`src/rtl/riscv_tb_pkg.sv`:
```
// Shared run-controller types: FSM state encoding and default timing constants.
package riscv_tb_pkg;

  typedef enum logic [1:0] {
    IDLE = 2'd0,
    HOLD = 2'd1,
    RUN  = 2'd2,
    DONE = 2'd3
  } run_state_e;

  localparam int DEF_HOLD_CYC = 1;
  localparam int DEF_TIMEOUT  = 300;
  localparam int DEF_STABLE_N = 4;

endpackage

```
`src/rtl/pc_stable_det.sv`:
```
// Counts consecutive RUN cycles with an unchanged PC; stable flags the cycle the run length reaches STABLE_N.
module pc_stable_det #(
  parameter int PC_W     = 32,
  parameter int STABLE_N = 4
) (
  input  logic            clk,
  input  logic            rst,
  input  logic            clr,
  input  logic [PC_W-1:0] pc_i,
  output logic            stable
);

  logic [PC_W-1:0] prev_pc;
  logic            primed;
  logic [7:0]      cnt;
  logic [7:0]      cnt_now;

  // The first cycle after clr has no valid previous PC, so it always counts as a change.
  always_comb begin
    cnt_now = 8'd0;
    if (primed && (pc_i == prev_pc)) begin
      cnt_now = (cnt == 8'hFF) ? cnt : cnt + 8'd1;
    end
  end

  assign stable = !clr && (cnt_now >= 8'(STABLE_N - 1));

  always_ff @(posedge clk) begin
    if (rst || clr) begin
      prev_pc <= '0;
      primed  <= 1'b0;
      cnt     <= 8'd0;
    end else begin
      prev_pc <= pc_i;
      primed  <= 1'b1;
      cnt     <= cnt_now;
    end
  end

endmodule

```
`src/rtl/cpu_run_ctrl.sv`:
```
// Sequences one CPU run: hold the core in reset, release it, stop on halt / stable PC / timeout, snapshot registers.
module cpu_run_ctrl
  import riscv_tb_pkg::*;
#(
  parameter int PC_W     = 32,
  parameter int DATA_W   = 32,
  parameter int NCH      = 4,
  parameter int CYC_W    = 16,
  parameter int HOLD_CYC = DEF_HOLD_CYC,
  parameter int TIMEOUT  = DEF_TIMEOUT,
  parameter int STABLE_N = DEF_STABLE_N
) (
  input  logic                  clk,
  input  logic                  rst,
  input  logic                  go,
  input  logic [PC_W-1:0]       pc_i,
  input  logic                  halt_i,
  input  logic [NCH*DATA_W-1:0] watch_i,
  output logic                  cpu_start,
  output logic                  busy,
  output logic                  done,
  output logic                  timeout,
  output logic [CYC_W-1:0]      cycles,
  output logic [NCH*DATA_W-1:0] watch_o,
  output run_state_e            state
);

  logic [7:0] hold_cnt;
  logic       stable;
  logic       stable_clr;
  logic       halt_hit;
  logic       timeout_hit;

  assign stable_clr  = (state != RUN);
  assign halt_hit    = halt_i || stable;
  assign timeout_hit = (cycles == CYC_W'(TIMEOUT - 1));

  pc_stable_det #(
    .PC_W     (PC_W),
    .STABLE_N (STABLE_N)
  ) u_stable (
    .clk    (clk),
    .rst    (rst),
    .clr    (stable_clr),
    .pc_i   (pc_i),
    .stable (stable)
  );

  always_ff @(posedge clk) begin
    if (rst) begin
      state     <= IDLE;
      cpu_start <= 1'b0;
      busy      <= 1'b0;
      done      <= 1'b0;
      timeout   <= 1'b0;
      cycles    <= '0;
      watch_o   <= '0;
      hold_cnt  <= 8'd0;
    end else begin
      case (state)
        IDLE, DONE: begin
          // watch_o is deliberately left alone so the last snapshot stays readable.
          if (go) begin
            state     <= HOLD;
            busy      <= 1'b1;
            done      <= 1'b0;
            timeout   <= 1'b0;
            cpu_start <= 1'b0;
            cycles    <= '0;
            hold_cnt  <= 8'd0;
          end
        end
        HOLD: begin
          if (hold_cnt == 8'(HOLD_CYC - 1)) begin
            state     <= RUN;
            cpu_start <= 1'b1;
          end else begin
            hold_cnt <= hold_cnt + 8'd1;
          end
        end
        RUN: begin
          if (cycles != {CYC_W{1'b1}}) begin
            cycles <= cycles + CYC_W'(1);
          end
          // A halt in the same cycle as the timeout limit is reported as a clean halt.
          if (halt_hit || timeout_hit) begin
            state     <= DONE;
            cpu_start <= 1'b0;
            busy      <= 1'b0;
            done      <= 1'b1;
            timeout   <= !halt_hit;
            watch_o   <= watch_i;
          end
        end
        default: state <= IDLE;
      endcase
    end
  end

endmodule

```
`config.mk`:
```
export PLATFORM = sky130hd
export DESIGN_NAME = cpu_run_ctrl
export DESIGN_NICKNAME = d
export VERILOG_FILES = /design/src/rtl/riscv_tb_pkg.sv /design/src/rtl/pc_stable_det.sv /design/src/rtl/cpu_run_ctrl.sv
export SDC_FILE = /design/constraint.sdc
export NUM_CORES = 1
export LEC_CHECK = 0
export CAP_MARGIN = 20
export CORE_MARGIN = 3
export CORE_UTILIZATION = 50
export CTS_BUF_LIST = sky130_fd_sc_hd__clkbuf_8
export DETAILED_ROUTE_END_ITERATION = 10
export DONT_BUFFER_PORTS = 1
export HOLD_SLACK_MARGIN = 0.15
export PLACE_DENSITY_LB_ADDON = 0.25
export SETUP_SLACK_MARGIN = 0.15
export SYNTH_ARGS = -nofsm -noshare
export SYNTH_HDL_FRONTEND = slang
export SYNTH_SLANG_ARGS = --single-unit
```
`constraint.sdc`:
```
create_clock -name clk -period 2.64 [get_ports clk]
set_input_delay 0.528 -clock clk [delete_from_list [all_inputs] [get_ports clk]]
set_output_delay 0.528 -clock clk [all_outputs]
set_load 0.05 [all_outputs]
```
Yosys cells after proc, flatten, opt, wreduce, memory -nomap -nowiden:

Cells that the tools add are included.

* input port bits: 164
* output and inout bits: 150
* flip-flop bits (word level): 199
* word-level logic and storage cells: 68

* magnitude comparators: 1
* eq/ne operators: 13
* add/sub/neg operators: 3
* mux-type cells: 23
* reductions and logical operators: 17

Operator list (number)
* == test 32 bit: 1
* 2-to-1 mux 16 bit: 2
* 2-to-1 mux 8 bit: 4
* case mux 16 bit (2 select lines): 1
* adder 16 x 1 -> 16 bit (second input constant): 1
* adder 8 x 1 -> 8 bit (second input constant): 2
* == test 16 x 9 -> 1 bit (second input constant): 1
* != test 16 bit (second input constant): 1
* case mux 8 bit (2 select lines): 1
* != test 2 bit (second input constant): 6
* AND reduction 3 bit: 4
* == test 8 bit (second input constant): 1
* greater-or-equal comparator 8 x 2 -> 1 bit (second input constant): 1
* logical NOT 8 bit: 1
* 2-to-1 mux 1 bit: 7
* 2-to-1 mux 2 bit: 3
* case mux 1 bit (2 select lines): 3
* case mux 2 bit (3 select lines): 1
* == test 2 bit (second input constant): 2
* nonzero test 2 bit: 2
* logical OR 1 bit: 3
* case mux 1 bit (3 select lines): 1
* == test 2 x 1 -> 1 bit (second input constant): 1
* logical AND 1 bit: 2
* 4 further kinds: 5

Longest topological paths before layout:

* word-level depth: 9
* depth in mapped cells: 11
* depth with buffers taken out: 9

Hierarchy:

From an unflattened synthesis, not the netlist that was laid out.

* cells, all modules: 945
* area total of the unflattened synthesis: 8637.0 um^2

By module, submodules not included
* cpu_run_ctrl: sequential area each 3163.0 um^2, instances 1, area each 6914.1 um^2, cells an instance 774
* pc_stable_det: sequential area each 820.8 um^2, instances 1, area each 1722.9 um^2, cells an instance 171

Worst setup path before layout:

OpenSTA, ideal clock, no wires.

* path type: input port to flip-flop
* start: input port pc_i[30]
* end: register state[0]
* buffers on the path: 0
* setup slack: 0.046 ns
* arrival: 2.473 ns
* stages: 6
* library setup time: 0.121 ns
* required time: 2.519 ns
* cells stage by stage: xor2_1 > or4_1 > or4_4 > o21ba_2 > a31oi_1 > mux2_2

* longest elaborated chain between the ends: 9

Ends and longest elaborated chain
* start: declaration: line cpu_run_ctrl.sv:16 `input logic [PC_W-1:0] pc_i,`
* == test 32 bit: line pc_stable_det.sv:21 `if (primed && (pc_i == prev_pc)) begin`
* logical AND 1 bit: line pc_stable_det.sv:21
* 2-to-1 mux 8 bit: line pc_stable_det.sv:21
* greater-or-equal comparator 8 x 2 -> 1 bit: line pc_stable_det.sv:26 `assign stable = !clr && (cnt_now >= 8'(STABLE_N - 1));`
* logical AND 1 bit: line pc_stable_det.sv:26
* logical OR 1 bit: line cpu_run_ctrl.sv:35 `assign halt_hit = halt_i || stable;`
* logical OR 1 bit: line cpu_run_ctrl.sv:86 `if (halt_hit || timeout_hit) begin`
* != test 2 bit (no source line)
* AND reduction 3 bit (no source line)
* end signal: assignment: line cpu_run_ctrl.sv:51 `state <= IDLE;`
* end signal: assignment: line cpu_run_ctrl.sv:87 `state <= DONE;`
* end signal: assignment: line cpu_run_ctrl.sv:95 `default: state <= IDLE;`
* end: declaration: line cpu_run_ctrl.sv:25 `output run_state_e state`

Every way passes these cells.
A chain may end at the register's enable or synchronous reset.

Worst setup path in the final report:

* start: register u_stable.prev_pc[17]
* end: register watch_o[27]

* longest elaborated chain between the ends: 8

Ends and longest elaborated chain
* start: declaration: line pc_stable_det.sv:13 `logic [PC_W-1:0] prev_pc;`
* start signal: assignment: line pc_stable_det.sv:34 `prev_pc <= pc_i;`
* == test 32 bit: line pc_stable_det.sv:21
* logical AND 1 bit: line pc_stable_det.sv:21
* 2-to-1 mux 8 bit: line pc_stable_det.sv:21
* greater-or-equal comparator 8 x 2 -> 1 bit: line pc_stable_det.sv:26
* logical AND 1 bit: line pc_stable_det.sv:26
* logical OR 1 bit: line cpu_run_ctrl.sv:35
* logical OR 1 bit: line cpu_run_ctrl.sv:86
* AND reduction 2 bit (no source line)
* end signal: assignment: line cpu_run_ctrl.sv:92 `watch_o <= watch_i;`
* end: declaration: line cpu_run_ctrl.sv:24 `output logic [NCH*DATA_W-1:0] watch_o,`

Every way passes these cells.

==> results_dict.tcl <==
set metrics [dict create \
    status "finished, violations left" \
    violations "setup timing" \
    grt_start_max_net_pins 142 \
    design.final.nets 989 \
    finalPower_uw 7820 \
    placed_cells 992 \
    place_congestion 0.864 \
    starting_utilization_of_the_core_area_pct 51.3 \
    post_synth_inst_count 774 \
    min-delay-start "rst" \
    drc 0 \
    final-max-slew-violation-count 0 \
    rows 45 \
    rsz_0062_raised_after_global_routing "true" \
    min_period_over_period_pct 101 \
    core_area_um2 15300 \
    clock.fmax_ghz 0.376 \
    htreeDepth 4 \
    io_buffers 0 \
    antennaDiodeCount 0 \
    grt-ovfl-total 0 \
    clock_skew_ps 22.4 \
    via_count_of_the_first_global_routing_pass 5555 \
    setup_violation_total_in_the_final_timing_report 12 \
    worst_slew_margin_rel_pct 46.0 \
    place.detailed.hpwl_mm 13.9 \
    clock_pin_slew_worst_setup_and_hold_paths_ps 100 \
    detail_route.iter0.violations 366 \
    grt_use_total_pct 21.3 \
    tritoncts "built" \
    drt.antenna.violating_nets 0 \
    final_hold_viol_count 0 \
    hold_class "in2reg" \
    die_w_um 131 \
    combined_area_of_the_multi_input_logic_cells_um2 3630 \
    syn2layout_area_growth_pct 16.1 \
    number_of_clock_buffers_inserted_by_tritoncts 17 \
    leakage_power_uw 0.00350 \
    timing.critical_path.from_type "register" \
    reg2reg_to "watch_o[27]" \
    worstSetupPathType "reg2reg" \
    r2r_start "u_stable.prev_pc[17]" \
    timing.reg2reg.worst_path_depth 10 \
    grt_antenna_before_repair 0 \
    fin_setup_tns_ps -79.5 \
    max_slew.worst_pin.slew_ps 801 \
    maxCapViolations 0 \
    most_common_library_cell_in_the_layout_ignoring_fill_and_taps "sky130_fd_sc_hd__dfxtp_1" \
    avgSynthCellArea_um2 10.1 \
    max-vdd-ir-drop_mv 0.433 \
    clock-root-buffer "sky130_fd_sc_hd__clkbuf_8" \
    placement.setup.worst_slack_ps -179 \
    final-seq-area_um2 3990 \
    avgRoutedWirePerCell_um 18.5 \
    critPathMaxFanout 9 \
    critical_path_arrival_ps 3020 \
    required_ps 3010 \
    worst-r2r-setup-slack_ps -20 \
    floorplan.die_area_um2 17200 \
    synthesis_warnings 0 \
    routed_wl_mm 19.3 \
    layout.filler_cells 1244 \
    worstSkewPairLatency_ps 470 \
    die-height_um 131 \
    synth.net_count 945 \
    max-clock-path-buffers 2 \
    synth_seq_cells 199 \
    setup_slack_ps -18.5 \
    synthesis.area_um2 7840 \
    routed_vias 5641 \
    synth_seq_area_share_pct 50.8 \
    ratio_of_cells_with_drive_above_1_in_the_final_layout_pct 14.1 \
    worst_setup_path_endpoint "watch_o[27]" \
    firstDrtPassIters 5 \
    cts_sinks 199 \
    final_std_cells_w_o_fill 1042 \
    cts_hold_repair.buffers 3 \
    period_minus_slack_ps 2660 \
    layout.core_utilization_pct 59.6 \
    grt_pass1_wl_mm 29.7 \
    final_cell_mix "sky130_fd_sc_hd__dfxtp_1, sky130_fd_sc_hd__nor2_1, sky130_fd_sc_hd__mux2i_1" \
    critical_path_endpoint_category "register" \
    worstSetupStartpoint "u_stable.prev_pc[17]" \
    post_synth_cell_types 47 \
    post_drt_via_cell_ratio 5.41 \
    floorplan.io_pins 314 \
    cellPowerDensity_nw_per_um2 860 \
]
[cell type report]
| type | instances | share of cell area (%) |
|---|---|---|
| flip-flops and latches | 199 | 43.8 |
| multi-input cells | 524 | 39.9 |
| repair buffers | 65 | 8.35 |
| well taps | 211 | 2.90 |
| clock buffers | 17 | 2.57 |
| clock inverters | 15 | 1.98 |
| inverters | 11 | 0.454 |
[how the worst min path moves through the flow]
stage	endpoint	slack, ps	cells past startpoint
2_1_floorplan	hold_cnt[1]	470	2
3_3_place_gp	hold_cnt[1]	480	2
3_5_place_dp	hold_cnt[1]	490	2
4_1_cts	watch_o[115]	100	1
5_1_grt	watch_o[114]	90	1
6_report	watch_o[111]	160	1
[per-stage QoR]
stage | hold WS [ps] | area [µm²]
global route | 88.9 | 9100
global placement | 480 | 8230
floorplan | 472 | 7850
CTS | 100 | 8810
detailed placement | 495 | 8230
finish | 158 | 9100
[worst max-delay path, cell delays in order (launching register included)]
cell	delay (ps)
sky130_fd_sc_hd__dfxtp_2	340
sky130_fd_sc_hd__nand2b_4	120
sky130_fd_sc_hd__o221ai_1	90
sky130_fd_sc_hd__or4_1	510
sky130_fd_sc_hd__or4_4	470
sky130_fd_sc_hd__o31ai_4	260
sky130_fd_sc_hd__buf_4	180
sky130_fd_sc_hd__buf_12	150
sky130_fd_sc_hd__clkbuf_16	180
sky130_fd_sc_hd__mux2i_1	200
sky130_fd_sc_hd__nor2_1	50
[power by group]
part | switching (µW) | internal, µW | leakage, µW | total (µW)
combinational | 896 | 878 | 0.00169 | 1770
clock | 1170 | 806 | 0.000203 | 1970
sequential | 820 | 3260 | 0.00161 | 4080
total | 2880 | 4940 | 0.00350 | 7820
[flip-flops by register name (all words and copies together), names as in the netlist]
register / cells
cpu_start: 1
hold_cnt: 8
watch_o: 128
state: 2
u_stable.prev_pc: 32
done: 1
cycles: 16
busy: 1
u_stable.cnt: 8
u_stable.primed: 1
timeout: 1
[cell families (layout without fill, tap and decap cells)]
logic type               Yosys count  in the layout  synth area share, %
multiplexers                     132            132                 16.9
adder cells (fa/ha/maj)            7              7                 1.12
AO/OA/AOI/OAI                     34             34                 2.86
buffers and inverters             51            108                 4.23
AND/OR/NAND/NOR                  299            299                 18.2
XOR/XNOR                          52             52                 5.81
flip-flops                       199            199                 50.8
[synthesized netlist by cell type (all sizes together)]
master     n  area (µm²)
a211oi     1        7.51
nor4      12        81.3
o21ba      1        10.0
nor2b      4        25.0
o22ai      1        6.26
o21ai     11        55.1
o41ai      1        8.76
inv       11        41.3
nand2b     6        37.5
and3      35         219
or2        1        6.26
xor2      47         412
a21boi     1        7.51
and4       9        78.8
o2111ai    1        8.76
nand4     13        81.3
nor3b      1        7.51
o211a      1        10.0
clkbuf    25        93.8
xnor2      5        43.8
or4b       1        10.0
o221ai     1        8.76
and2       2        12.5
nor4b      1        8.76
nor2     169         634
o31ai      1        21.3
buf       15         196
mux2i    130        1300
and4b      1        10.0
or3        1        6.26
a31oi      4        25.0
dfxtp    199        3980
nand4b     1        8.76
nor3       7        35.0
nand3     16        80.1
a21o       2        15.0
or4        3        26.3
a21oi      8        40.0
ha         7        87.6
nand2     16        60.1
mux2       2        22.5
[repair_timing]
action | 4_1_cts | 5_1_grt
endpoints found under the hold margin | 135 | 132
pin swaps | 15 | 14
gates cloned | 3 | 4
buffers inserted | 2 | 6
setup endpoints to repair | 129 | 136
resized for setup | 9 | 32
[per-layer routing]
metal	up-vias	track usage [%]	wire (µm)
met1	2638	24.5	7420
li1	2731	-	-
met5	-	0	0
met3	35	9.04	1880
met2	237	35.4	9530
met4	0	7.70	454
Note: power is estimated with default switching activity, not from simulation.
